**config.mk**
```make
export PLATFORM = sky130hd
export DESIGN_NAME = alu2_sequencer
export DESIGN_NICKNAME = d
export VERILOG_FILES = /design/src/rtl/alu2_pkg.sv /design/src/rtl/alu2_sequencer.sv
export SDC_FILE = /design/constraint.sdc
export NUM_CORES = 1
export LEC_CHECK = 0
export CORE_MARGIN = 3
export CORE_UTILIZATION = 42
export CTS_CLUSTER_DIAMETER = 80
export DETAILED_ROUTE_END_ITERATION = 10
export GPL_ROUTABILITY_DRIVEN = 0
export PLACE_DENSITY_LB_ADDON = 0.2
export SYNTH_ARGS = -nofsm -noshare
export SYNTH_HDL_FRONTEND = slang
export SYNTH_SLANG_ARGS = --single-unit
```
**constraint.sdc**
```tcl
create_clock -name clk -period 1.92 [get_ports clk]
set_input_delay 0.384 -clock clk [delete_from_list [all_inputs] [get_ports clk]]
set_output_delay 0.384 -clock clk [all_outputs]
set_load 0.03 [all_outputs]
```
**src/rtl/alu2_pkg.sv**
```systemverilog
// rtl/alu2_pkg.sv - op encodings shared with the child ALU and sequencer state enum
package alu2_pkg;

    localparam logic [2:0] ADD  = 3'b000;
    localparam logic [2:0] MUL  = 3'b001;
    localparam logic [2:0] SGE  = 3'b010;
    localparam logic [2:0] PASS = 3'b111;

    typedef enum logic [2:0] {
        S_IDLE,
        S_WAIT_IN,
        S_MUL,
        S_ACC,
        S_BIAS,
        S_CMP,
        S_DONE
    } state_t;

endpackage

```
**src/rtl/alu2_sequencer.sv**
```systemverilog
// rtl/alu2_sequencer.sv - neuron sequencer driving an external child ALU (sum of x*w + bias, threshold)
// Optional macro ALU2_SEQ_RELU_EN: DONE presents out_sum=0 when the threshold flag is clear.
module alu2_sequencer
    import alu2_pkg::*;
#(
    parameter int nBits = 32,
    parameter int CNT_W = 8
) (
    input  logic             clk,
    input  logic             reset,
    input  logic             start,
    input  logic [CNT_W-1:0] count,
    input  logic [nBits-1:0] bias,
    input  logic [nBits-1:0] thresh,
    input  logic             in_valid,
    output logic             in_ready,
    input  logic [nBits-1:0] in_x,
    input  logic [nBits-1:0] in_w,
    output logic [2:0]       ALU2Control,
    output logic [nBits-1:0] ALUResult1,
    output logic [nBits-1:0] SrcC,
    input  logic [nBits-1:0] ALUResult,
    output logic             busy,
    output logic             out_valid,
    input  logic             out_ready,
    output logic [nBits-1:0] out_sum,
    output logic             out_fire
);

    state_t             r_state;
    state_t             w_next_state;
    logic [CNT_W-1:0]   r_count;
    logic [CNT_W-1:0]   r_cnt;
    logic [nBits-1:0]   r_bias;
    logic [nBits-1:0]   r_thresh;
    logic [nBits-1:0]   r_x;
    logic [nBits-1:0]   r_w;
    logic [nBits-1:0]   r_prod;
    logic [nBits-1:0]   r_acc;
    logic               r_fire;
    logic [CNT_W-1:0]   w_cnt_inc;
    logic               w_last_pair;

    assign w_cnt_inc   = r_cnt + {{(CNT_W-1){1'b0}}, 1'b1};
    assign w_last_pair = (w_cnt_inc == r_count);

    always_ff @(posedge clk) begin
        if (reset) begin
            r_state <= S_IDLE;
        end else begin
            r_state <= w_next_state;
        end
    end

    always_comb begin
        w_next_state = r_state;
        case (r_state)
            S_IDLE:    if (start) w_next_state = (count != '0) ? S_WAIT_IN : S_BIAS;
            S_WAIT_IN: if (in_valid) w_next_state = S_MUL;
            S_MUL:     w_next_state = S_ACC;
            S_ACC:     w_next_state = w_last_pair ? S_BIAS : S_WAIT_IN;
            S_BIAS:    w_next_state = S_CMP;
            S_CMP:     w_next_state = S_DONE;
            S_DONE:    if (out_ready) w_next_state = S_IDLE;
            default:   w_next_state = S_IDLE;
        endcase
    end

    // Every ALU result is consumed in the same cycle it is requested.
    always_comb begin
        ALU2Control = PASS;
        ALUResult1  = '0;
        SrcC        = '0;
        in_ready    = 1'b0;
        busy        = (r_state != S_IDLE);
        out_valid   = 1'b0;
        out_sum     = '0;
        out_fire    = 1'b0;
        case (r_state)
            S_WAIT_IN: in_ready = 1'b1;
            S_MUL: begin
                ALU2Control = MUL;
                ALUResult1  = r_x;
                SrcC        = r_w;
            end
            S_ACC: begin
                ALU2Control = ADD;
                ALUResult1  = r_acc;
                SrcC        = r_prod;
            end
            S_BIAS: begin
                ALU2Control = ADD;
                ALUResult1  = r_acc;
                SrcC        = r_bias;
            end
            S_CMP: begin
                ALU2Control = SGE;
                ALUResult1  = r_acc;
                SrcC        = r_thresh;
            end
            S_DONE: begin
                out_valid = 1'b1;
                out_fire  = r_fire;
`ifdef ALU2_SEQ_RELU_EN
                out_sum   = r_fire ? r_acc : '0;
`else
                out_sum   = r_acc;
`endif
            end
            default: ;
        endcase
    end

    always_ff @(posedge clk) begin
        if (reset) begin
            r_count  <= '0;
            r_cnt    <= '0;
            r_bias   <= '0;
            r_thresh <= '0;
            r_x      <= '0;
            r_w      <= '0;
            r_prod   <= '0;
            r_acc    <= '0;
            r_fire   <= 1'b0;
        end else begin
            case (r_state)
                S_IDLE: begin
                    if (start) begin
                        r_count  <= count;
                        r_bias   <= bias;
                        r_thresh <= thresh;
                        r_acc    <= '0;
                        r_cnt    <= '0;
                        r_fire   <= 1'b0;
                    end
                end
                S_WAIT_IN: begin
                    if (in_valid) begin
                        r_x <= in_x;
                        r_w <= in_w;
                    end
                end
                S_MUL:  r_prod <= ALUResult;
                S_ACC: begin
                    r_acc <= ALUResult;
                    r_cnt <= w_cnt_inc;
                end
                S_BIAS: r_acc  <= ALUResult;
                S_CMP:  r_fire <= ALUResult[0];
                default: ;
            endcase
        end
    end

endmodule
```
==> impl_metrics.csv <==
group,metric,value,unit
floorplanning,die_y,152,µm
pwr,vdd_drop_max,650,µV
sta,setup_viol,100,
cts,cts_tree,"built",
synthesis,synth_most_common_cell,"nand2_1",
finish,fin_nets,1551,
cts,cts_buffers,23,
grt,antenna_found_initial,0,
cts,holdBufCountCts,0,
critical_path,crit_type,"register to output pin",
grt,top_usage_layer,"met2",
grt,grt_max_degree,83,
route,wire_per_inst,17.9,µm
synthesis,synthDistinctLibCells,47,
finish,fill_cells,1740,
floorplanning,ios,276,
finish,fin_cells,1664,
synthesis,ys_ff_latch,212,
grt,grt_pass1_wl,45900,µm
grt,met1_usage,34.9,%
grt,grt_overflow_total,0,
sta,fin_crit_sh,129,%
grt,first_global_vias,8310,
cts,clk_pin_slew,0.06,ns
synthesis,yosys_warnings,0,
grt,grtUsageMet3,5.49,%
critical_path,startpoint_type,"register",
synthesis,syn_inst,1119,
finish,drive_above_1_share,18.6,%
route,avgViaCountPerCell,5.28,
critical_path,cp_max_fo,8,
sta,fin_crit,2.48,ns
placed_design,dpl.hpwl,20300,µm
critical_path,arrival,2.09,ns
critical_path,cp.required,1.54,ns
sta,maxSlewViolCount,0,
synthesis,synth_top_area_share,47.3,%
route,drt_iter0_drc,601,
finish,area_growth,51.6,%
worst_hold_path,hold_class,"input port to register",
cts,root_buffer,"clkbuf_16",
sta,final.setup.worst_slack,-0.557,ns
synthesis,synthesis.area,8970,µm²
placed_design,io_buffers,275,
sta,hold_violations,0,
cts,h-tree-depth,1,
synthesis,yosys.area.top_type,"dfxtp_1",
cts,cts_buffer_depth,3,
pwr,total_power,10700,µW
finish,stdcell_area,13600,µm²
status,status,"complete, but fails checks",
synthesis,synth_area_leaders,"dfxtp_1 (47%), nand2_1 (15%), a21oi_1 (10%), a22o_1 (6.3%), a221o_1 (3.6%)",
status,violations,"negative setup slack",
synthesis,syn_area_per_cell,8.01,µm²
synthesis,ys_async_sr_fraction,0,%
floorplanning,start_util,43.5,%
cts,clock_latency,0.49,ns
sta,hold_ws,0.151,ns
route,route.antenna.remaining_nets,0,
pwr,power_leakage,0.00524,µW
sta,tightest_slew,0.373,ns
finish,layout.area.seq,4250,µm²
synthesis,syn_nets,1293,
route,drc,0,
synthesis,synth_common_cells,"nand2_1 (347), dfxtp_1 (212), a21oi_1 (183), a22o_1 (64), clkbuf_1 (58)",
finish,multi_input_area,4610,µm²
route,drt_pass1_iterations,5,
route,num_vias,8784,
cts,cts.sinks,212,
placed_design,numPlacedInstances,1612,
floorplanning,num_rows,52,
synthesis,synth_edf_count,0,
critical_path,end_kind,"output pin",
job,drv_cap,0,
floorplanning,core_area,20600,µm²
floorplanning,dieWidth,152,µm
placed_design,placed_area,12200,µm²
synthesis,ys.flop_type,"dfxtp_1",
route,wl,29800,µm
grt,grt_use_met2,36.8,%
grt,grt_use_total,23.9,%
sta,skew,0.0149,ns
sta,fmax,0.404,GHz
pwr,power_density,786,nW/µm²
synthesis,synth.yosys.seq_area_share,47.3,%
floorplanning,die_area,23100,µm²
sta,maxSlewHeadroom,75.2,%
sta,rsz0062_at_grt,"yes",
path summary, 6_finish.rpt:
| check | start | end | slack [ns] | cells past startpoint |
|---|---|---|---|---|
| setup reg to reg | r_state[0] | r_state[2] | 0.04 | 7 |
| setup / recovery | r_state[0] | SrcC[1] | -0.56 | 6 |
| hold / removal | reset | r_state[1] | 0.15 | 2 |
| hold reg to reg | r_bias[8] | r_bias[8] | 0.45 | 2 |
critical path: stages (launching register included):
cell and delay, ns:
dfxtp_2 0.34, buf_12 0.14, and3b_4 0.25, buf_12 0.15
a22o_1 0.19, a221o_1 0.35, buf_12 0.17
registers in the layout (all words and copies together) (netlist names):
name / flops
r_acc: 32
r_prod: 32
r_x: 32
r_thresh: 32
r_cnt: 8
r_bias: 32
r_w: 32
r_fire: 1
r_state: 3
r_count: 8
through the flow:
step                      setup TNS (ns)  setup slack [ns]  util, %
after global placement             -2.52            -0.203     59.0
after detailed placement           -2.61            -0.234     59.0
final                             -47.25            -0.557     65.9
after floorplan                   -0.845           -0.0413        -
after CTS                         -48.33            -0.577     65.4
after global routing              -52.97            -0.586     65.9
routing by layer:
layer | vias to the layer above | part of all wire [%]
met3 | 26 | 6.9
li1 | 4372 | -
met5 | - | 0
met4 | 0 | 1.3
met2 | 294 | 45
met1 | 4092 | 47
cell families after synthesis:
kind of cell	count (synthesis)	synth area share, %
muxes	2	0.223
DFF	212	47.3
xor gates and xnor gates	11	1.07
AOI/OAI and AO/OA	328	24.1
buffers and inverters	99	4.94
and+or+nand+nor	466	22.2
adders and majority gates	1	0.140
timing repair:
item                       in CTS  in global routing
setup endpoints to repair     103                132
resized for setup              96                  8
buffers inserted                5                  2
pin swaps                       7                  9
hold endpoints to repair        0                  0
cloned                          4                  1
power breakdown:
part	switching, µW	total (µW)	internal, µW
Combinational	729	1450	722
Clock	1700	4480	2770
Sequential	137	4750	4610
Total	2570	10700	8110
area by class of cell:
class	instances	area share, %
inverter	2	0.0737
antenna	1	0.0184
clock buffer	36	4.89
tap	270	2.49
multi-input combinational	808	33.9
clock inverter	5	0.764
sequential	212	31.3
timing repair buffer	330	26.5
placed cells by master, fill, tap and decap left out, types with 3 or more instances in the layout:
| master | n |
|---|---|
| clkbuf_8 | 4 |
| o21ai_0 | 10 |
| clkbuf_16 | 24 |
| nand3b_1 | 5 |
| a22oi_1 | 32 |
| buf_4 | 61 |
| buf_6 | 64 |
| xnor2_1 | 7 |
| buf_12 | 29 |
| a22o_1 | 23 |
| nor2_1 | 44 |
| bufinv_16 | 3 |
| and2_4 | 3 |
| dfxtp_1 | 209 |
| clkdlybuf4s50_1 | 171 |
| nand3_1 | 4 |
| a22o_2 | 14 |
| clkbuf_1 | 9 |
| a21oi_1 | 183 |
| buf_16 | 4 |
| a22o_4 | 27 |
| and2_1 | 35 |
| a221o_1 | 32 |
| nand2_1 | 345 |
| xor2_1 | 3 |
| or3_1 | 4 |
Note: power is estimated with default switching activity, not from simulation.
